## src/rtl/seq_detect_pkg.sv

```systemverilog
// Shared constants and types for the programmable serial pattern detector.
package seq_detect_pkg;

    // Largest pattern length the detector family is built for.
    localparam int SEQ_MAX_LEN_LIMIT = 16;

    // Pattern and length loaded by reset.
    localparam logic [SEQ_MAX_LEN_LIMIT-1:0] SEQ_DEF_PATTERN = 16'b1010;
    localparam int                           SEQ_DEF_LEN     = 4;

    // Detection mode after a full match.
    typedef enum logic {
        MODE_NONOVERLAP = 1'b0,
        MODE_OVERLAP    = 1'b1
    } mode_e;

    // A pattern must be at least two bits and must fit in the pattern register.
    function automatic logic len_illegal(input int len, input int max_len);
        return (len < 2) || (len > max_len);
    endfunction

endpackage

```

## src/rtl/seq_prefix_next.sv

```systemverilog
// Combinational next-state for the detector: given the recent bit history
// (newest bit in bit 0), the active pattern and length, and the current
// matched-prefix length, returns the longest suffix of the history that is a
// proper prefix of the pattern, plus a flag when the whole pattern matched.
// The candidate length is capped at state+1 so that bits older than the
// current partial match (e.g. from before a clear) never contribute.
module seq_prefix_next #(
    parameter int MAX_LEN = 8,
    parameter int LEN_W   = $clog2(MAX_LEN + 1)
) (
    input  logic [MAX_LEN-1:0] hist_i,
    input  logic [MAX_LEN-1:0] pattern_i,
    input  logic [LEN_W-1:0]   len_i,
    input  logic [LEN_W-1:0]   state_i,
    output logic [LEN_W-1:0]   next_o,
    output logic               full_o
);

    logic [LEN_W-1:0] lim;
    logic [MAX_LEN:1] ok;

    assign lim = state_i + LEN_W'(1);

    // One comparator per candidate prefix length gi. The pattern's first gi
    // bits are pattern[len-1 : len-gi]; shifting right by len-gi aligns them
    // with the newest gi history bits.
    for (genvar gi = 1; gi <= MAX_LEN; gi++) begin : g_cand
        localparam logic [MAX_LEN-1:0] MASK = {MAX_LEN{1'b1}} >> (MAX_LEN - gi);
        logic [MAX_LEN-1:0] pshift;
        assign pshift = pattern_i >> (len_i - LEN_W'(gi));
        assign ok[gi] = (LEN_W'(gi) <= len_i) && (LEN_W'(gi) <= lim) &&
                        (((hist_i ^ pshift) & MASK) == '0);
    end

    // Pick the longest proper-prefix candidate; a full-length hit is the match.
    always_comb begin
        next_o = '0;
        full_o = 1'b0;
        for (int j = 1; j <= MAX_LEN; j++) begin
            if (ok[j]) begin
                if (LEN_W'(j) == len_i) begin
                    full_o = 1'b1;
                end else begin
                    next_o = LEN_W'(j);
                end
            end
        end
    end

endmodule

```

## src/rtl/seq_detect_prog.sv

```systemverilog
// Programmable serial pattern detector with overlap control, registered
// Moore match flag and a saturating match counter.
module seq_detect_prog
    import seq_detect_pkg::*;
#(
    parameter int                           MAX_LEN     = 8,
    parameter int                           CNT_W       = 8,
    parameter logic [SEQ_MAX_LEN_LIMIT-1:0] DEF_PATTERN = SEQ_DEF_PATTERN,
    parameter int                           DEF_LEN     = SEQ_DEF_LEN,
    parameter int                           LEN_W       = $clog2(MAX_LEN + 1)
) (
    input  logic               clk,
    input  logic               reset,
    input  logic               cfg_load,
    input  logic [MAX_LEN-1:0] cfg_pattern,
    input  logic [LEN_W-1:0]   cfg_len,
    input  logic               cfg_overlap,
    input  logic               in_valid,
    input  logic               in_bit,
    output logic               match,
    output logic [CNT_W-1:0]   match_count,
    output logic [LEN_W-1:0]   state,
    output logic               cfg_err
);

    // Active configuration.
    logic [MAX_LEN-1:0] pat_q, pat_d;
    logic [LEN_W-1:0]   len_q, len_d;
    mode_e              mode_q, mode_d;
    logic               err_q, err_d;

    // Detection state. Only MAX_LEN-1 past bits are kept: the matched prefix
    // never exceeds len-1, so the new bit plus these covers any candidate.
    logic [LEN_W-1:0]   state_q, state_d;
    logic               match_q, match_d;
    logic [CNT_W-1:0]   cnt_q, cnt_d;
    logic [MAX_LEN-2:0] hist_q, hist_d;

    logic [MAX_LEN-1:0] hist_shift;
    logic [LEN_W-1:0]   pfx_next;
    logic               pfx_full;

    assign hist_shift = {hist_q, in_bit};

    seq_prefix_next #(
        .MAX_LEN (MAX_LEN),
        .LEN_W   (LEN_W)
    ) u_prefix (
        .hist_i    (hist_shift),
        .pattern_i (pat_q),
        .len_i     (len_q),
        .state_i   (state_q),
        .next_o    (pfx_next),
        .full_o    (pfx_full)
    );

    // Register all state; reset restores the default configuration.
    always_ff @(posedge clk) begin
        if (reset) begin
            pat_q   <= DEF_PATTERN[MAX_LEN-1:0];
            len_q   <= LEN_W'(DEF_LEN);
            mode_q  <= MODE_OVERLAP;
            err_q   <= 1'b0;
            state_q <= '0;
            match_q <= 1'b0;
            cnt_q   <= '0;
            hist_q  <= '0;
        end else begin
            pat_q   <= pat_d;
            len_q   <= len_d;
            mode_q  <= mode_d;
            err_q   <= err_d;
            state_q <= state_d;
            match_q <= match_d;
            cnt_q   <= cnt_d;
            hist_q  <= hist_d;
        end
    end

    // Next state: configuration load wins over data; match is a one-cycle pulse.
    always_comb begin
        pat_d   = pat_q;
        len_d   = len_q;
        mode_d  = mode_q;
        err_d   = err_q;
        state_d = state_q;
        match_d = 1'b0;
        cnt_d   = cnt_q;
        hist_d  = hist_q;
        if (cfg_load) begin
            pat_d   = cfg_pattern;
            len_d   = cfg_len;
            mode_d  = mode_e'(cfg_overlap);
            err_d   = len_illegal(int'(cfg_len), MAX_LEN);
            state_d = '0;
            cnt_d   = '0;
            hist_d  = '0;
        end else if (in_valid && !err_q) begin
            hist_d = hist_shift[MAX_LEN-2:0];
            if (pfx_full) begin
                match_d = 1'b1;
                if (cnt_q != {CNT_W{1'b1}}) begin
                    cnt_d = cnt_q + CNT_W'(1);
                end
                state_d = (mode_q == MODE_OVERLAP) ? pfx_next : '0;
            end else begin
                state_d = pfx_next;
            end
        end
    end

    assign match       = match_q;
    assign match_count = cnt_q;
    assign state       = state_q;
    assign cfg_err     = err_q;

endmodule

```

## config.mk

```make
export PLATFORM = sky130hd
export DESIGN_NAME = seq_detect_prog
export DESIGN_NICKNAME = d
export VERILOG_FILES = /design/src/rtl/seq_detect_pkg.sv /design/src/rtl/seq_prefix_next.sv /design/src/rtl/seq_detect_prog.sv
export SDC_FILE = /design/constraint.sdc
export NUM_CORES = 1
export LEC_CHECK = 0
export ABC_AREA = 1
export BUFFER_PORTS_ARGS = -buffer_cell sky130_fd_sc_hd__buf_2
export CORE_ASPECT_RATIO = 2
export CORE_UTILIZATION = 40
export DETAILED_ROUTE_END_ITERATION = 12
export PLACE_DENSITY = 0.58
export RECOVER_POWER = 100
export SETUP_SLACK_MARGIN = 0.5
export SYNTH_ARGS = -nofsm -noshare
export SYNTH_HDL_FRONTEND = slang
export SYNTH_SLANG_ARGS = --single-unit
```

## constraint.sdc

```tcl
create_clock -name clk -period 2.57 [get_ports clk]
set_clock_uncertainty 0.1 [all_clocks]
set_input_delay 0.3855 -clock clk [delete_from_list [all_inputs] [get_ports clk]]
set_output_delay 0.3855 -clock clk [all_outputs]
set_load 0.01 [all_outputs]
```

==> results.sh, run 1 <==
export IMPL_cpMostUsedCell="nand2_1"
export IMPL_clock_root_buffer="clkbuf_16"
export IMPL_finalCriticalPeriod_ns=2.53
export IMPL_num_fill_cells=870
export IMPL_maxCapViolCount=0
export IMPL_internal_power_mw=1.18
export IMPL_route_detailed_drc=0
export IMPL_syn_inst=621
export IMPL_core_mm2=0.00871
export IMPL_antenna_found_initial=0
export IMPL_worstMarginPinSlew_ns=0.693
export IMPL_clock_path_buffers=2
export IMPL_die_w_um=69.5
export IMPL_grt_max_degree=22
export IMPL_ys_ff_latch=34
export IMPL_fin_hold_ws_ns=0.193
export IMPL_n_antenna_cell=0
export IMPL_setup_worst_path_end_class="flop"
export IMPL_cts_htree_levels=2
export IMPL_clock_power_share_pct=32.5
export IMPL_syn2layout_area_growth_pct=29.9
export IMPL_max_freq_mhz=396
export IMPL_cts_sinks=34
export IMPL_final_hold_viol_count=0
export IMPL_synth_edff_count=0
export IMPL_p_comb_share_pct=38.0
export IMPL_yosysMostFrequentCell="nand2_1"
export IMPL_drt_vias_per_instance=5.76
export IMPL_crit_chain="inv_6 -> ha_4 -> inv_8 -> nand3_4 -> nand2_1 -> nand3_1 -> nand2_1 -> nand2_1 -> nand3_2 -> nor2_4 -> nand3_2 -> nand2_2 -> nor2_4 -> nand2_4 -> buf_6 -> nand4_1 -> a21oi_1"
export IMPL_gp_congestion=0.981
export IMPL_drt_pass1_iterations=5
export IMPL_pwr_density_cell_mw_per_mm2=409
export IMPL_ys_types=40
export IMPL_final_cell_area_mm2=0.00473
export IMPL_grt_overflow_total=0
export IMPL_vias=4480
export IMPL_post_route_util_pct=54.3
export IMPL_ys_async_sr_fraction_pct=0
export IMPL_synth_top_cell_area_share_pct=21.7
export IMPL_slew_violations=0
export IMPL_grt_pass1_vias=4423
export IMPL_power_share_switching_pct=39.0
export IMPL_startpoint_type="flop"
export IMPL_synth_seq_area_share_pct=18.7
export IMPL_yosys_warnings=0
export IMPL_ir_drop_mv=0.366
export IMPL_numPortBuffers=31
export IMPL_start_util_pct=41.8
export IMPL_place_inst=757
export IMPL_row_count=48
export IMPL_status="finished clean"
export IMPL_post_drt_wl_per_cell_um=18.8
export IMPL_grt_pass1_wl_mm=22.5
export IMPL_cts_tree="yes"
export IMPL_synth_area_leader_cell="nand2_1"
export IMPL_switching_power_mw=0.755
export IMPL_finalCritPeriodShare_pct=98.3
export IMPL_nets=712
export IMPL_timing_final_ws_setup_ns=0.0439
export IMPL_synth_top_flop_cell="dfxtp_1"
export IMPL_cts_buffers=5
export IMPL_rsz0062_at_grt="yes"
export IMPL_synthTopCellsByArea="nand2_1 (22%), dfxtp_1 (19%), nand3_1 (13%), nand4_1 (6.2%), ha_1 (5.8%)"
export IMPL_seq_power_share_pct=29.5
export IMPL_clkLatencyLatePin_ns=0.29
export IMPL_critical_path_arrival_ns=2.64
export IMPL_place_area_mm2=0.00405
export IMPL_antenna_left=0
export IMPL_syn_num_nets=656
export IMPL_drt_first_iter_violations=243
export IMPL_clk_pin_slew_ns=0.06
export IMPL_synth_common_cells="nand2_1 (211), nand3_1 (95), inv_1 (56)"
export IMPL_setup_violations=0
export IMPL_postSynthAreaPerCell_um2=5.87
export IMPL_cpPeakStageDelay_ns=0.40
export IMPL_synthesis_area_mm2=0.00364
export IMPL_setup_worst_path_class="flop to flop"
export IMPL_die_area_mm2=0.00952
export IMPL_power_leakage_nw=2.23
export IMPL_hp_class="input pin to flop"
export IMPL_wl_mm=14.6
export IMPL_grt_total_usage_pct=31.5
export IMPL_pin_count=32
export IMPL_stdcell_count=778
export IMPL_crit_required_ns=2.68
export IMPL_cp_max_fo=8
export IMPL_drive_above_1_share_pct=28.0
export IMPL_dp_hpwl_mm=11.3
export IMPL_place_ws_ns=-0.0762
export IMPL_cp_slowest_cell="dfxtp_4"
export IMPL_die_height_um=137
export IMPL_maxSlewHeadroom_pct=53.7
==> worst max-delay path, delay by kind of cell, from the launching register on <==
family,cells,cell delay [ns]
compound gates,1,0.19
buf+inv,3,0.24
flops,1,0.40
fa+ha+maj,1,0.36
simple gates,12,1.12
==> state kept, by name, summed over array words and instances, names as in the netlist <==
register / flops
cfg_err: 1
state: 4
len_q: 4
hist_q: 7
pat_q: 8
match: 1
match_count: 8
mode_q: 1
==> final cells by class <==
cell class,instances,area (um^2),area share [%]
Timing Repair Buffer,68,475,10.0
Multi-Input combinational cell,505,3000,63.5
Tap cell,100,125,2.64
Sequential cell,34,696,14.7
Timing Repair inverter,1,7.51,0.159
Inverter,62,273,5.76
Clock buffer,6,139,2.93
Clock inverter,2,12.5,0.264
==> power by group through the flow <==
| stage | clock network (mW) | logic [mW] | registers [mW] |
|---|---|---|---|
| final | 0.629 | 0.736 | 0.570 |
| after global routing | 0.656 | 0.801 | 0.572 |
| after CTS | 0.634 | 0.687 | 0.569 |
| after detailed placement | 0 | 0.608 | 0.580 |
| after global placement | 0 | 0.606 | 0.579 |
| after floorplan | 0 | 0.432 | 0.572 |
==> layer usage <==
layer  global-route usage (%)  wire length (um)  share of wire, %
met5                        0                 0                 0
met4                     23.6              1170               8.0
met3                     2.95               428               2.9
met1                     28.6              4950                34
met2                     62.8              8050                55
==> placed cells by master (no fill, tap or decap), types with 12 or more instances in the layout <==
master   instances
nand4_1         36
buf_2           20
o21ai_0         16
nand3_1         69
nand2_2         34
nor2_1          23
buf_4           30
nor2_2          12
a21oi_1         29
inv_1           53
nand3_2         24
nand2_1        184
dfxtp_1         28
==> path summary, 6_finish.rpt <==
kind | start | endpoint | slack (ns) | cells after the start
setup / recovery | len_q[0]$_SDFFE_PP0P_ | match_count[6]$_SDFFE_PP0P_ | 0.04 | 17
hold / removal | cfg_pattern[6] | pat_q[6]$_SDFFE_PP0P_ | 0.19 | 3
setup reg to reg | len_q[0]$_SDFFE_PP0P_ | match_count[6]$_SDFFE_PP0P_ | 0.04 | 17
hold reg to reg | hist_q[6]$_SDFFE_PP0P_ | hist_q[6]$_SDFFE_PP0P_ | 0.37 | 2
==> metrics by stage <==
step           setup TNS [ns]  power (mW)
2_1_floorplan               0        1.00
3_3_place_gp           -0.366        1.19
3_5_place_dp           -0.364        1.19
4_1_cts                     0        1.89
5_1_grt                -0.780        2.03
6_report                    0        1.93
==> cell families after synthesis <==
kind of cell,share of synthesized area (%)
AO/OA/AOI/OAI,9.41
adder cells (fa/ha/maj),5.84
buffers and inverters,10.7
flip-flops,18.7
XOR/XNOR,3.85
AND/OR/NAND/NOR,51.5
==> what timing repair did <==
item	CTS	global route
setup buffers	9	0
resized for setup	76	35
setup endpoints to repair	13	13
cloned	3	1
pin swaps	27	15
hold buffers	0	0
Note: power is estimated with default switching activity, not from simulation.
==> inputs of run 2 (changes only) <==
PLACE_DENSITY = 0.56   (was 0.58)
RECOVER_POWER = unset   (was 100)
SLEW_MARGIN = 20   (was unset)
clock period = 3.2 ns   (was 2.57 ns; I/O delays follow)
==> results.sh, run 2 (same netlist as run 1, synthesis figures left out) <==
export IMPL_status="finished clean"
export IMPL_cts_hold_buf=0
export IMPL_crit_chain="buf_8 -> ha_4 -> nand2_4 -> xor2_4 -> nand4_1 -> nand2_1 -> nand3_1 -> nor2_2 -> nand3_1 -> nand2_2 -> nor2_4 -> nand2_4 -> nand3_4 -> o21ai_2 -> a21oi_1"
export IMPL_critical_path_arrival_ns=2.69
export IMPL_grt_total_usage_pct=29.2
export IMPL_worstMarginPinSlew_ns=0.677
export IMPL_drive_above_1_share_pct=22.0
export IMPL_n_antenna_cell=0
export IMPL_hold_depth=3
export IMPL_core_mm2=0.00871
export IMPL_critPathBufInv=1
export IMPL_wl_mm=14.0
export IMPL_clock_path_buffers=2
export IMPL_grt_pass1_wl_mm=21.2
export IMPL_maxSlewHeadroom_pct=54.8
export IMPL_p_total_mw=1.55
export IMPL_gp_congestion=0.938
export IMPL_ir_drop_mv=0.295
export IMPL_num_fill_cells=893
export IMPL_pwr_density_cell_mw_per_mm2=345
export IMPL_start_util_pct=41.8
export IMPL_pin_count=32
export IMPL_drt_pass1_iterations=5
export IMPL_power_leakage_nw=2.21
export IMPL_startpoint_type="flop"
export IMPL_setup_worst_path_class="flop to flop"
export IMPL_clkLatencyLatePin_ns=0.28
export IMPL_rsz0062_at_grt="yes"
export IMPL_final_cell_mix="nand2_1 (203), nand3_1 (89), inv_1 (53)"
export IMPL_path_depth=15
export IMPL_antenna_left=0
export IMPL_syn2layout_area_growth_pct=23.4
export IMPL_route_detailed_drc=0
export IMPL_die_height_um=137
export IMPL_clk_pin_slew_ns=0.05
export IMPL_numPortBuffers=31
export IMPL_tns_ns=0
export IMPL_grt_pass1_vias=4169
export IMPL_setup_violations=0
export IMPL_grt_max_degree=21
export IMPL_final_hold_viol_count=0
export IMPL_antenna_found_initial=0
export IMPL_vias=4367
export IMPL_dp_hpwl_mm=10.6
export IMPL_post_drt_wl_per_cell_um=18.2
export IMPL_hp_class="input pin to flop"
export IMPL_clock_root_buffer="clkbuf_16"
export IMPL_r2r_worst_path_cells=15
export IMPL_cp_slowest_cell="dfxtp_4"
export IMPL_cts_sinks=34
export IMPL_drt_vias_per_instance=5.68
export IMPL_post_route_util_pct=51.6
export IMPL_nets=704
export IMPL_finalCritPeriodShare_pct=81.8
export IMPL_cp_top_family="simple AND/OR/NAND/NOR gates"
export IMPL_cts_tree="yes"
export IMPL_cp_max_fo=7
export IMPL_grt_overflow_total=0
export IMPL_die_area_mm2=0.00952
export IMPL_ff_latch_area_um2=696
export IMPL_row_count=48
export IMPL_slew_violations=0
export IMPL_crit_required_ns=3.27
export IMPL_cpPeakStageDelay_ns=0.38
export IMPL_maxCapViolCount=0
export IMPL_die_w_um=69.5
export IMPL_multi_input_area_mm2=0.00283
export IMPL_max_freq_mhz=382
export IMPL_mostFrequentLayoutCell="nand2_1"
export IMPL_finalCriticalPeriod_ns=2.62
export IMPL_cts_buffers=5
export IMPL_drt_first_iter_violations=220
export IMPL_setup_worst_path_end_class="flop"
export IMPL_cts_htree_levels=2
## run 2: layer usage
metal | part of all wire, % | wire length (um) | track usage (%)
met3 | 3.7 | 523 | 3.02
met2 | 55 | 7650 | 57.1
met1 | 35 | 4870 | 27.8
met4 | 6.7 | 938 | 20.1
met5 | 0 | 0 | 0
## run 2: path summary, 6_finish.rpt
path,from,to,slack [ns]
setup / recovery,len_q[1]$_SDFFE_PP0P_,match_count[0]$_SDFFE_PP0P_,0.58
hold / removal,cfg_pattern[5],pat_q[5]$_SDFFE_PP0P_,0.30
setup reg to reg,len_q[1]$_SDFFE_PP0P_,match_count[0]$_SDFFE_PP0P_,0.58
hold reg to reg,hist_q[6]$_SDFFE_PP0P_,hist_q[6]$_SDFFE_PP0P_,0.38
## run 2: through the flow
step	hold slack (ns)	worst slack (ns)	instance area (um^2)	cells
2_1_floorplan	0.345	0.520	3640	621
3_3_place_gp	0.360	0.278	3870	742
3_5_place_dp	0.372	0.206	3870	742
4_1_cts	0.294	0.500	4120	751
5_1_grt	0.312	0.445	4500	769
6_report	0.304	0.583	4500	769
## run 2: where the power goes
| group | internal (mW) | switching, mW |
|---|---|---|
| Clock | 0.384 | 0.182 |
| Combinational | 0.172 | 0.350 |
| Sequential | 0.438 | 0.0235 |
| Total | 0.995 | 0.555 |
## run 2: tightest hold or removal path: stages
cell and delay (ns):
buf_2 0.08, nand2_1 0.04, o21ai_0 0.05
## run 2: area by class of cell
cell class | instances | share of cell area, %
multi-input combinational | 507 | 63.0
sequential | 34 | 15.5
timing repair buffer | 58 | 8.74
inverter | 62 | 6.12
clock buffer | 6 | 3.09
tap | 100 | 2.78
clock inverter | 1 | 0.668
timing repair inverter | 1 | 0.167
## run 2: repair_timing
| action | CTS | global route |
|---|---|---|
| gates cloned | 2 | 4 |
| endpoints found under the setup margin | 13 | 13 |
| pin swaps | 1 | 21 |
| buffers inserted | 0 | 14 |
| gates resized for setup | 15 | 67 |
